$ cat src/rtl/debounce_multi.sv
// Multi-channel switch debouncer: per-channel synchroniser, debounce FSM,
// edge pulses and long-press / auto-repeat pulse.
//
// state     | meaning
// ----------+------------------------------------------------------------
// ST_LO     | debounced low, waiting for a high sample
// ST_LO2HI  | high seen, counting stable highs before accepting
// ST_HI     | debounced high, long-press counter running
// ST_HI2LO  | low seen, counting stable lows before accepting; lcnt frozen
module debounce_multi #(
    parameter int N_CH        = 4,
    parameter int SYNC_STAGES = 2,
    parameter int DBNC_CYC    = 1000000,
    parameter int LONG_CYC    = 50000000,
    parameter int REPEAT_EN   = 0,
    parameter int REPEAT_CYC  = 10000000,
    parameter int CNT_W       = 32
) (
    input  logic            clk50m,
    input  logic            rst_n,
    input  logic [N_CH-1:0] sw,
    output logic [N_CH-1:0] sw_dbnc,
    output logic [N_CH-1:0] sw_hi,
    output logic [N_CH-1:0] sw_lo,
    output logic [N_CH-1:0] sw_long
);

    localparam logic [1:0] ST_LO    = 2'd0;
    localparam logic [1:0] ST_LO2HI = 2'd1;
    localparam logic [1:0] ST_HI    = 2'd2;
    localparam logic [1:0] ST_HI2LO = 2'd3;

    localparam int LONG_LAST_I = (LONG_CYC > 0) ? LONG_CYC - 1 : 0;
    // A repeat period longer than the first delay falls back to reloading 0.
    localparam int RELOAD_I    = (REPEAT_CYC >= LONG_CYC) ? 0 : LONG_CYC - REPEAT_CYC;

    localparam logic [CNT_W-1:0] DBNC_LAST   = CNT_W'(DBNC_CYC - 1);
    localparam logic [CNT_W-1:0] LONG_LAST   = CNT_W'(LONG_LAST_I);
    localparam logic [CNT_W-1:0] LONG_HOLD   = CNT_W'(LONG_CYC);
    localparam logic [CNT_W-1:0] LONG_RELOAD = CNT_W'(RELOAD_I);
    localparam logic [CNT_W-1:0] CNT_ONE     = CNT_W'(1);

    logic [SYNC_STAGES-1:0] sync_q  [N_CH];
    logic [1:0]             state_q [N_CH];
    logic [CNT_W-1:0]       dcnt_q  [N_CH];
    logic [CNT_W-1:0]       lcnt_q  [N_CH];
    logic [N_CH-1:0]        s;

    for (genvar g = 0; g < N_CH; g++) begin : g_sync_out
        assign s[g] = sync_q[g][SYNC_STAGES-1];
    end

    always_ff @(posedge clk50m or negedge rst_n) begin
        if (!rst_n) begin
            sw_dbnc <= '0;
            sw_hi   <= '0;
            sw_lo   <= '0;
            sw_long <= '0;
            for (int i = 0; i < N_CH; i++) begin
                sync_q[i]  <= '0;
                state_q[i] <= ST_LO;
                dcnt_q[i]  <= '0;
                lcnt_q[i]  <= '0;
            end
        end else begin
            sw_hi   <= '0;
            sw_lo   <= '0;
            sw_long <= '0;
            for (int i = 0; i < N_CH; i++) begin
                sync_q[i] <= {sync_q[i][SYNC_STAGES-2:0], sw[i]};
                case (state_q[i])
                    ST_LO: begin
                        if (s[i]) begin
                            state_q[i] <= ST_LO2HI;
                            dcnt_q[i]  <= '0;
                        end
                    end
                    ST_LO2HI: begin
                        if (!s[i]) begin
                            state_q[i] <= ST_LO;
                        end else if (dcnt_q[i] == DBNC_LAST) begin
                            state_q[i] <= ST_HI;
                            sw_dbnc[i] <= 1'b1;
                            sw_hi[i]   <= 1'b1;
                            lcnt_q[i]  <= '0;
                        end else if (dcnt_q[i] < DBNC_LAST) begin
                            dcnt_q[i] <= dcnt_q[i] + CNT_ONE;
                        end
                    end
                    ST_HI: begin
                        if (!s[i]) begin
                            state_q[i] <= ST_HI2LO;
                            dcnt_q[i]  <= '0;
                        end else if (LONG_CYC != 0) begin
                            // Without repeat, parking at LONG_CYC blocks further pulses.
                            if (lcnt_q[i] == LONG_LAST) begin
                                sw_long[i] <= 1'b1;
                                lcnt_q[i]  <= (REPEAT_EN != 0) ? LONG_RELOAD : LONG_HOLD;
                            end else if (lcnt_q[i] < LONG_LAST) begin
                                lcnt_q[i] <= lcnt_q[i] + CNT_ONE;
                            end
                        end
                    end
                    ST_HI2LO: begin
                        if (s[i]) begin
                            state_q[i] <= ST_HI;
                        end else if (dcnt_q[i] == DBNC_LAST) begin
                            state_q[i] <= ST_LO;
                            sw_dbnc[i] <= 1'b0;
                            sw_lo[i]   <= 1'b1;
                            lcnt_q[i]  <= '0;
                        end else if (dcnt_q[i] < DBNC_LAST) begin
                            dcnt_q[i] <= dcnt_q[i] + CNT_ONE;
                        end
                    end
                    default: state_q[i] <= ST_LO;
                endcase
            end
        end
    end

endmodule

$ cat config.mk
export PLATFORM = sky130hd
export DESIGN_NAME = debounce_multi
export DESIGN_NICKNAME = d
export VERILOG_FILES = /design/src/rtl/debounce_multi.sv
export SDC_FILE = /design/constraint.sdc
export NUM_CORES = 1
export LEC_CHECK = 0
export ABC_CLOCK_PERIOD_IN_PS = 4900
export CAP_MARGIN = 20
export CELL_PAD_IN_SITES_DETAIL_PLACEMENT = 0
export CELL_PAD_IN_SITES_GLOBAL_PLACEMENT = 1
export CORE_MARGIN = 3
export CORE_UTILIZATION = 30
export DETAILED_ROUTE_END_ITERATION = 12
export GPL_TIMING_DRIVEN = 0
export PLACE_DENSITY = 0.59
export REMOVE_ABC_BUFFERS = 1
export SYNTH_ARGS = -nofsm -noshare
export SYNTH_HDL_FRONTEND = slang
export SYNTH_SLANG_ARGS = --single-unit
$ cat constraint.sdc
create_clock -name clk50m -period 4.9 [get_ports clk50m]
set_clock_uncertainty 0.05 [all_clocks]
set_input_delay 1.47 -clock clk50m [delete_from_list [all_inputs] [get_ports clk50m]]
set_output_delay 1.47 -clock clk50m [all_outputs]
set_load 0.03 [all_outputs]
==> reports/metrics.csv, run 1 <==
stage;metric;value;unit
outcome;status;finished, final reports clean;
power_and_ir_drop;Cell Pwr Density;328.4;nW/um^2
synth;dominant cells by area after synthesis;dfrtp_1 (50%), nor2_1 (5.2%), o21ai_0 (5.1%);
global_routing;most used routing layer;met2;
global_routing;initial antenna violation count;0;
sta;final critical-path share of the clock period;75.55;%
floorplanning;Die Height;225.3;um
synth;Synth Register Bits;288;
final_layout;layout cells sized above 1;6.981;%
place;Detailed Place HPWL;22510;um
min_path;Min-Delay Path Class;reg -> reg;
detailed_routing;TritonRoute pass-1 iters;5;
sta;fmax;270.1;MHz
worst_setup_path;R2R Path End;lcnt_q[123];
synth;Synth cell types;72;
clock_network;CTS tree;done;
detailed_routing;vias post-DR;11652;
floorplanning;die width;225.3;um
worst_setup_path;Worst setup endpoint;lcnt_q[123];
worst_setup_path;worst setup path startpoint;state_q[6];
worst_setup_path;Crit Path Max Fanout;31;
power_and_ir_drop;sw power;0.001210;W
synth;Avg Inst Size Synth;9.072;um^2
detailed_routing;DR vias/cell;5.202;
power_and_ir_drop;Clk pwr share;53.3;%
synth;most area-hungry cell type in the Yosys netlist;dfrtp_1;
worst_setup_path;Crit Path Class;reg -> reg;
synth;number of enable flip-flop cells after synthesis;0;
job;MaxCap Viol Count;0;
worst_setup_path;reg2reg path depth;7;
clock_network;setup repair bufs after CTS;0;
worst_setup_path;reg2reg start;state_q[6];
synth;most used standard cell by instance count after synthesis;dfrtp_1;
clock_network;number of CTS-inserted buffers;36;
power_and_ir_drop;Int Power;0.004293;W
place;PortBufs;21;
place;Area after DPL;15430;um^2
global_routing;grt met1 use;19.42;%
final_layout;number of fill cells in the layout;4764;
synth;sequential area share after synthesis;49.93;%
power_and_ir_drop;Leak;7.262;nW
detailed_routing;wire per inst;15.38;um
synth;Warnings, synthesis;0;
sta;final setup vio count;0;
clock_network;Max clock buf depth;3;
worst_setup_path;crit end category;flip-flop;
floorplanning;DIE AREA;50780;um^2
worst_setup_path;R2R Setup Slk;1.20;ns
worst_setup_path;crit path DAT;4.09;ns
detailed_routing;Post-Route WL;34460;um
final_layout;ant diodes;0;
global_routing;total track usage;13.90;%
floorplanning;row cnt;79;
final_layout;fin nets;1621;
clock_network;worst skew pair latency;0.54;ns
clock_network;PostCTS Resize Cnt;0;
clock_network;cts hold-fix bufs;0;
sta;Hold WS;0.2943;ns
final_layout;fin area;16750;um^2
clock_network;Reg clk slew, reported paths;0.06;ns
sta;final hold violation count;0;
floorplanning;Core Box Area;47050;um^2
sta;Slew Viols, Final;0;
detailed_routing;ANT nets after route;0;
floorplanning;Initial Util;30.68;%
sta;Worst-Margin Slew;1.049;ns
final_layout;area grow syn2layout;16.06;%
place;dpl ws;1.101;ns
detailed_routing;# DRC;0;
clock_network;H-tree depth;2;
sta;RSZ-0062 raised after global routing;false;
floorplanning;number of top-level pins;22;
synth;Mapped Cells;1591;
power_and_ir_drop;total power;0.005502;W
place;Placer Congestion;0.7575;
sta;worst setup margin;1.198;ns
global_routing;global-route wire length before repair;59200;um
worst_setup_path;Critical Path RT;5.28;ns
synth;asr flop ratio synth;100.0;%
sta;Tmin final;3.702;ns
synth;Cell Area, Synth;14430;um^2
synth;share of the synthesized area in the top cell type;49.93;%
worst_setup_path;Setup crit start kind;flip-flop;
sta;slew margin rel.;30.06;%
global_routing;GR Overflow Total;0;
power_and_ir_drop;Gate power share;2.6;%
global_routing;GR Util met3;2.110;%
synth;synth cell count leaders;dfrtp_1 (288), nor2_1 (199), o21ai_0 (146);
clock_network;Root Driver;clkbuf_16;
detailed_routing;Initial DRC Count;591;
sta;Fin Setup TNS;0;ns
clock_network;TritonCTS sink count;288;
power_and_ir_drop;Switching Fraction;21.98;%
synth;Main synth FF type;dfrtp_1;
global_routing;vias in the first global route;11512;
power_and_ir_drop;VDD IR-drop max;0.1876;mV
global_routing;met2 Track Usage GR;22.33;%
power_and_ir_drop;Seq pwr share;44.2;%
global_routing;largest net degree at the start of global routing;114;
==> through the flow <==
| stage | cells | utilization (%) |
|---|---|---|
| after global routing | 2240 | 35.61 |
| final | 2240 | 35.61 |
| after floorplan | 1534 | - |
| after global placement | 2162 | 32.25 |
| after detailed placement | 2176 | 32.81 |
| after CTS | 2240 | 35.61 |
==> layer usage <==
| metal | vias to the layer above | routed length (um) |
|---|---|---|
| li1 | 5782 | - |
| met1 | 5699 | 17070 |
| met2 | 130 | 15690 |
| met3 | 41 | 993 |
| met4 | 0 | 706 |
| met5 | - | 0 |
==> registers in the layout, indices dropped and copies added, names as in the netlist, named ones only <==
name / cells
sw_long: 4
sw_lo: 4
state_q: 4
s: 4
sw_hi: 4
dcnt_q: 128
sync_q: 4
sw_dbnc: 4
lcnt_q: 128
==> worst max-delay path, stage by stage (launching register included) <==
cell      delay [ns]
dfrtp_1         0.55
nor2b_1         0.31
nand2_1         0.15
a211oi_1        0.86
o21ai_2         0.31
a22o_1          0.63
a21oi_1         0.50
o21ba_2         0.22
==> power by group through the flow <==
stage                     clock, W  sequential [W]  combinational (W)
after floorplan                  0         0.00246          0.0000565
after global placement           0         0.00248           0.000130
after detailed placement         0         0.00247           0.000149
after CTS                  0.00305         0.00243           0.000149
after global routing       0.00312         0.00243           0.000165
final                      0.00293         0.00243           0.000141
==> cell type report <==
type                            instances  area (um^2)  area share, %
Sequential cell                       288         7207          43.02
Multi-Input combinational cell       1221         6939          41.42
Clock buffer                           48         1069          6.378
Tap cell                              607        759.5          4.534
Timing Repair Buffer                   35        435.4          2.599
Clock inverter                         16        249.0          1.486
Inverter                               25        93.84         0.5602
==> layout by cell type (no fill, tap or decap), drive strengths merged, types with 9 or more instances in the layout <==
master,n
or3,13
a21o,11
a21oi,67
nand3,101
or2,9
clkinv,10
clkbuf,48
buf,15
clkdlybuf4s50,20
nor4,28
a31oi,34
nand2,145
nor3,51
or4,16
a211oi,12
nor2,202
and2,23
a22o,14
xnor2,18
nor2b,52
o31ai,18
nand4,45
o21ai,152
and4,11
nand2b,10
and3,61
dfrtp,288
inv,25
xor2,43
==> logic make-up (layout without fill, tap and decap cells) <==
family          Yosys count  after routing  synth area share [%]
flops                   288            288                 49.93
compound gates          355            355                 15.03
simple gates            786            786                 27.60
buf+inv                  82            124                 2.228
xor+xnor                 61             61                 3.701
mux                      11             11                0.8148
fa+ha+maj                 8              8                0.6935
==> worst min path at each step <==
stage / from / end / slack, ns / cells past startpoint
after floorplan: sync_q[6] / s[0] / 0.28 / 0
after global placement: sync_q[0] / s[3] / 0.28 / 0
after detailed placement: sync_q[4] / s[1] / 0.28 / 0
after CTS: sync_q[6] / s[0] / 0.30 / 0
after global routing: sync_q[4] / s[1] / 0.31 / 0
final: sync_q[6] / s[0] / 0.29 / 0
(Power assumes the default switching activity.)
==> run 2, diff against run 1 <==
--- a/config.mk
+++ b/config.mk
@@ -5,7 +5,7 @@
 export SDC_FILE = /design/constraint.sdc
 export NUM_CORES = 1
 export LEC_CHECK = 0
-export ABC_CLOCK_PERIOD_IN_PS = 4900
+export ABC_CLOCK_PERIOD_IN_PS = 3100
 export CAP_MARGIN = 20
 export CELL_PAD_IN_SITES_DETAIL_PLACEMENT = 0
 export CELL_PAD_IN_SITES_GLOBAL_PLACEMENT = 1
@@ -13,7 +13,7 @@
 export CORE_UTILIZATION = 30
 export DETAILED_ROUTE_END_ITERATION = 12
 export GPL_TIMING_DRIVEN = 0
-export PLACE_DENSITY = 0.59
+export PLACE_DENSITY = 0.61
 export REMOVE_ABC_BUFFERS = 1
 export SYNTH_ARGS = -nofsm -noshare
 export SYNTH_HDL_FRONTEND = slang
==> constraint.sdc (replaced) <==
create_clock -name clk50m -period 3.1 [get_ports clk50m]
set_clock_uncertainty 0.05 [all_clocks]
set_input_delay 0.93 -clock clk50m [delete_from_list [all_inputs] [get_ports clk50m]]
set_output_delay 0.93 -clock clk50m [all_outputs]
set_load 0.03 [all_outputs]
==> run 2 against run 1 <==
Against the previous run: total power increased by 60%; core utilization increased by 0.66 points; combinational power increased by 57%.
==> reports/metrics.csv, run 2 (synthesized netlist as in run 1, its figures left out) <==
stage;metric;value;unit
worst_setup_path;slowest CP cell;or4_1;
clock_network;H-tree depth;2;
outcome;status;finished, final reports clean;
min_path;Worst Hold Path EP;s[2];
worst_setup_path;R2R Setup Slk;0.12;ns
sta;fmax;335.2;MHz
min_path;Min-Delay Path Class;reg -> reg;
sta;Slew Viols, Final;0;
worst_setup_path;Crit Path Class;reg -> reg;
sta;final critical-path share of the clock period;96.24;%
worst_setup_path;peak per-stage delay on the critical path;0.46;ns
detailed_routing;vias post-DR;11752;
final_layout;Non-Filler Instances;2261;
worst_setup_path;Setup crit start kind;flip-flop;
final_layout;layout cells sized above 1;9.432;%
floorplanning;row cnt;79;
worst_setup_path;Crit path depth;10;
clock_network;Max clock buf depth;3;
power_and_ir_drop;Leak;7.389;nW
detailed_routing;Initial DRC Count;621;
power_and_ir_drop;Cell Pwr Density;516.8;nW/um^2
power_and_ir_drop;Switching Fraction;21.69;%
power_and_ir_drop;sw power;0.001913;W
job;MaxCap Viol Count;0;
worst_setup_path;most frequent cell on the critical path;buf_4;
worst_setup_path;reg2reg start;lcnt_q[18];
min_path;Hold Crit Depth;0;
worst_setup_path;crit path DAT;3.35;ns
clock_network;Reg clk slew, reported paths;0.06;ns
sta;Worst-Margin Slew;0.9100;ns
worst_setup_path;crit end category;flip-flop;
floorplanning;DIE AREA;50780;um^2
clock_network;worst skew pair latency;0.54;ns
place;Detailed Place HPWL;22530;um
final_layout;area grow syn2layout;18.22;%
global_routing;GR Overflow Total;0;
worst_setup_path;CP top delay family;simple AND/OR/NAND/NOR gates;
place;Placer Congestion;0.7582;
place;Post-Place Cells;2176;
global_routing;initial antenna violation count;0;
clock_network;CTS tree;done;
detailed_routing;Post-Route WL;34440;um
final_layout;number of fill cells in the layout;4737;
final_layout;fin nets;1639;
power_and_ir_drop;VDD IR-drop max;0.3031;mV
detailed_routing;# DRC;0;
worst_setup_path;Critical Path RT;3.47;ns
clock_network;number of CTS-inserted buffers;37;
clock_network;cts hold-fix bufs;0;
power_and_ir_drop;Int Power;0.006906;W
sta;Hold WS;0.2971;ns
global_routing;vias in the first global route;11649;
detailed_routing;wire per inst;15.23;um
place;PortBufs;21;
power_and_ir_drop;Gate power share;2.5;%
sta;RSZ-0062 raised after global routing;true;
worst_setup_path;R2R Path End;lcnt_q[8];
final_layout;highest-count cells in the layout ignoring fill and taps;dfrtp_1 (287), nor2_1 (195), o21ai_0 (146);
power_and_ir_drop;Seq pwr share;43.6;%
final_layout;ant diodes;0;
global_routing;total track usage;13.87;%
floorplanning;number of top-level pins;22;
worst_setup_path;Crit Path Max Fanout;10;
sta;Fin Setup TNS;0;ns
detailed_routing;TritonRoute pass-1 iters;5;
worst_setup_path;cell-by-cell trace of the critical path;or3b_1, or4_1, a21o_1, and2_2, or2_4, buf_4, buf_4, o211ai_1, xor2_1, nor2_1;
floorplanning;Die Height;225.3;um
sta;final setup vio count;0;
floorplanning;Initial Util;30.68;%
min_path;min-delay src;sync_q[2];
worst_setup_path;Buf/Inv on CP;2;
power_and_ir_drop;Clk pwr share;53.9;%
final_layout;largest registers;dcnt_q: 128 flops, lcnt_q: 128 flops;
sta;Tmin final;2.983;ns
clock_network;TritonCTS sink count;288;
detailed_routing;ANT nets after route;0;
sta;final hold violation count;0;
global_routing;global-route wire length before repair;59460;um
floorplanning;die width;225.3;um
worst_setup_path;reg2reg path depth;10;
final_layout;commonest non-fill, non-tap cell in the layout;dfrtp_1;
global_routing;largest net degree at the start of global routing;106;
clock_network;Root Driver;clkbuf_16;
floorplanning;Core Box Area;47050;um^2
sta;slew margin rel.;39.03;%
detailed_routing;DR vias/cell;5.198;
run 2: changes by cell type in the layout (fill, tap and decap cells not counted), moves of 2 or more:
cell      delta
a21oi_1      -4
clkbuf_1     +2
nor2_2       -3
or2_4        +2
nor4_2       +3
buf_6        -2
or2_1        -2
nor2_4       +3
or4b_4       +2
buf_4       +18
nor4_1       -3
a21oi_2      +3
run 2: final cells by class:
| cell class | instances | area, um^2 | area share, % |
|---|---|---|---|
| Clock buffer | 50 | 1087 | 6.372 |
| Multi-Input combinational cell | 1221 | 7084 | 41.52 |
| Sequential cell | 288 | 7208 | 42.24 |
| Timing Repair Buffer | 52 | 555.5 | 3.256 |
| Clock inverter | 18 | 275.3 | 1.613 |
| Tap cell | 607 | 759.5 | 4.451 |
| Inverter | 25 | 93.84 | 0.5499 |
run 2: repair_timing:
action | CTS | global route
pin swaps | 3 | 5
gates resized for setup | 16 | 18
setup endpoints to repair | 82 | 83
buffers inserted | 3 | 14
run 2: worst max-delay path by stage:
| stage | start | end | slack, ns |
|---|---|---|---|
| 2_1_floorplan | lcnt_q[114] | lcnt_q[123] | -0.07 |
| 3_3_place_gp | rst_n | lcnt_q[46] | -12.35 |
| 3_5_place_dp | state_q[6] | lcnt_q[123] | -0.64 |
| 4_1_cts | lcnt_q[74] | lcnt_q[79] | 0.002 |
| 5_1_grt | dcnt_q[106] | dcnt_q[112] | -0.03 |
| 6_report | lcnt_q[18] | lcnt_q[8] | 0.12 |
run 2: power groups by stage:
stage / Combinational (W) / Sequential, W / Clock [W]
2_1_floorplan: 0.0000893 / 0.00389 / 0
3_3_place_gp: 0.000204 / 0.00391 / 0
3_5_place_dp: 0.000232 / 0.00391 / 0
4_1_cts: 0.000233 / 0.00384 / 0.00492
5_1_grt: 0.000258 / 0.00385 / 0.00508
6_report: 0.000222 / 0.00384 / 0.00476
run 2: per-layer routing:
layer  global-route usage (%)  part of all wire (%)  up-vias
met5                        0                     0        -
met3                    2.227                   2.9       49
met4                    4.244                   2.1        0
li1                         -                     -     5825
met2                    22.55                    46      115
met1                    19.06                    49     5763
run 2: metrics by stage:
stage | worst slack, ns | area, um^2 | util (%) | total power, W
2_1_floorplan | -0.06955 | 14210 | - | 0.003984
5_1_grt | -0.02515 | 17060 | 36.27 | 0.009183
4_1_cts | 0.002252 | 16860 | 35.84 | 0.008994
6_report | 0.1166 | 17060 | 36.27 | 0.008819
3_5_place_dp | -0.6389 | 15410 | 32.76 | 0.004140
3_3_place_gp | -12.35 | 15180 | 32.25 | 0.004116
==> run 3, diff against run 2 <==
--- a/config.mk
+++ b/config.mk
@@ -10,10 +10,10 @@
 export CELL_PAD_IN_SITES_DETAIL_PLACEMENT = 0
 export CELL_PAD_IN_SITES_GLOBAL_PLACEMENT = 1
 export CORE_MARGIN = 3
-export CORE_UTILIZATION = 30
+export CORE_UTILIZATION = 40
 export DETAILED_ROUTE_END_ITERATION = 12
 export GPL_TIMING_DRIVEN = 0
-export PLACE_DENSITY = 0.61
+export PLACE_DENSITY = 0.76
 export REMOVE_ABC_BUFFERS = 1
 export SYNTH_ARGS = -nofsm -noshare
 export SYNTH_HDL_FRONTEND = slang
==> run 3 against run 2 <==
Against the previous run: maximum frequency shrank 1.7%; register-to-register slack lost 0.05 ns; routed wire length shrank 6.4%; sequential cell count is the same; non-clock buffer count shrank 5; worst setup slack lost 0.051 ns; largest power group unchanged; clock power shrank 17%.
==> reports/metrics.csv, run 3 (synthesized netlist as in run 1, its figures left out) <==
stage;metric;value;unit
clock_network;number of CTS-inserted buffers;34;
place;Post-Place Cells;2020;
detailed_routing;wl on met1;15860;um
detailed_routing;routed length on met2;14670;um
global_routing;vias in the first global route;11349;
worst_setup_path;crit end category;flip-flop;
detailed_routing;Initial DRC Count;764;
global_routing;global-route wire length before repair;55790;um
floorplanning;die width;196.0;um
final_layout;fin area;16590;um^2
place;Area after DPL;15180;um^2
final_layout;layout cells sized above 1;9.069;%
detailed_routing;DR vias/cell;5.591;
final_layout;area grow syn2layout;14.94;%
detailed_routing;# DRC;0;
min_path;Min-Delay Path Class;reg -> reg;
detailed_routing;TritonRoute pass-1 iters;5;
sta;Hold WS;0.3023;ns
global_routing;initial antenna violation count;0;
sta;final critical-path share of the clock period;97.88;%
sta;slew margin rel.;23.87;%
final_layout;largest registers;dcnt_q: 128 flops, lcnt_q: 128 flops;
worst_setup_path;Buf/Inv on CP;0;
place;PortBufs;21;
floorplanning;number of top-level pins;22;
floorplanning;Initial Util;41.18;%
clock_network;H-tree depth;2;
worst_setup_path;Setup crit start kind;flip-flop;
clock_network;worst skew pair latency;0.51;ns
sta;Slew Viols, Final;0;
worst_setup_path;peak per-stage delay on the critical path;0.56;ns
worst_setup_path;Crit Path Max Fanout;5;
power_and_ir_drop;VDD IR-drop max;0.3820;mV
detailed_routing;ANT nets after route;0;
final_layout;commonest non-fill, non-tap cell in the layout;dfrtp_1;
floorplanning;Die Height;196.0;um
clock_network;TritonCTS sink count;288;
global_routing;total track usage;16.82;%
global_routing;GR Overflow Total;0;
detailed_routing;Top Layer Used;met4;
global_routing;largest net degree at the start of global routing;119;
power_and_ir_drop;Cell Pwr Density;481.6;nW/um^2
detailed_routing;routed wl met3;1050;um
place;Placer Congestion;0.7772;
final_layout;highest-count cells in the layout ignoring fill and taps;dfrtp_1 (287), nor2_1 (194), o21ai_0 (146);
sta;fmax;329.6;MHz
sta;final hold violation count;0;
worst_setup_path;crit path DAT;3.42;ns
floorplanning;row cnt;68;
floorplanning;DIE AREA;38400;um^2
clock_network;Reg clk slew, reported paths;0.06;ns
sta;Tmin final;3.034;ns
floorplanning;Core Box Area;35050;um^2
final_layout;Non-Filler Instances;2098;
clock_network;cts hold-fix bufs;0;
worst_setup_path;Crit Path Class;reg -> reg;
final_layout;ant diodes;0;
clock_network;CTS tree;done;
power_and_ir_drop;total power;0.007990;W
sta;RSZ-0062 raised after global routing;true;
worst_setup_path;slowest CP cell;or4_4;
final_layout;utilization after layout;47.33;%
power_and_ir_drop;Leak;7.239;nW
worst_setup_path;cell-by-cell trace of the critical path;or4_4, nor4bb_4, or3b_4, nor4_4, or2_4, o21ai_2, or3_4, a21oi_2;
outcome;status;finished, final reports clean;
sta;final setup vio count;0;
place;Detailed Place HPWL;20820;um
worst_setup_path;CP top delay family;simple AND/OR/NAND/NOR gates;
final_layout;fin nets;1633;
final_layout;number of fill cells in the layout;3335;
sta;Worst-Margin Slew;1.142;ns
detailed_routing;vias post-DR;11729;
job;MaxCap Viol Count;0;
detailed_routing;wire per inst;15.37;um
clock_network;Max clock buf depth;3;
worst_setup_path;Critical Path RT;3.49;ns
detailed_routing;Post-Route WL;32240;um
clock_network;Root Driver;clkbuf_16;
==> run 3: cell count changes in the layout (fill, tap and decap cells not counted), moves of 3 or more <==
cell,before,now
clkbuf_16,39,35
buf_4,21,18
clkbuf_1,4,8
bufinv_16,7,2
==> run 3: what timing repair did <==
item,CTS,global route
setup buffers,1,14
gates cloned,0,2
endpoints found under the setup margin,84,75
pin swaps,1,7
resized for setup,13,28
==> run 3: path summary, 6_finish.rpt <==
kind | start | end | slack, ns | cells past startpoint
worst max-delay path | lcnt_q[11] | lcnt_q[28] | 0.07 | 8
worst min register to register | sync_q[4] | s[1] | 0.30 | 0
worst min-delay path | sync_q[4] | s[1] | 0.30 | 0
min in group asynchronous | rst_n | lcnt_q[23] | 0.39 | 1
max in group asynchronous | rst_n | lcnt_q[41] | 1.46 | 2
worst max register to register | lcnt_q[11] | lcnt_q[28] | 0.07 | 8
==> run 3: layer usage <==
layer,global-route usage [%],up-vias
met1,23.87,5696
met3,2.370,51
met2,27.24,170
li1,-,5812
met5,0,-
met4,4.383,0
==> run 3: layout make-up <==
type                    count  area, um^2  share of cell area, %
well taps                 455       569.3                  3.432
inverters                  25       93.84                 0.5657
multi-input cells        1223        7121                  42.92
clock buffers              49       988.4                  5.958
repair buffers             47       498.0                  3.002
flip-flops and latches    288        7208                  43.45
clock inverters            11       111.4                 0.6712
==> run 3: power by group <==
group,switching [W],internal [W],total [W]
Sequential,0.0000487,0.00379,0.00384
Combinational,0.000153,0.0000636,0.000216
Clock,0.00155,0.00238,0.00393
Total,0.00175,0.00624,0.00799
==> run 3: worst register-to-register path, stage by stage (launching register included) <==
cell	delay, ns
dfrtp_1	0.41
or4_4	0.56
nor4bb_4	0.34
or3b_4	0.47
nor4_4	0.29
or2_4	0.24
o21ai_2	0.08
or3_4	0.41
a21oi_2	0.12
==> run 3: stage by stage <==
stage / setup TNS, ns / setup WS [ns]
finish: 0 / 0.06571
global route: -0.1957 / -0.05723
CTS: 0 / 0.00003841
detailed placement: -16.56 / -0.5329
global placement: -3494.50 / -11.94
floorplan: -0.06955 / -0.06955
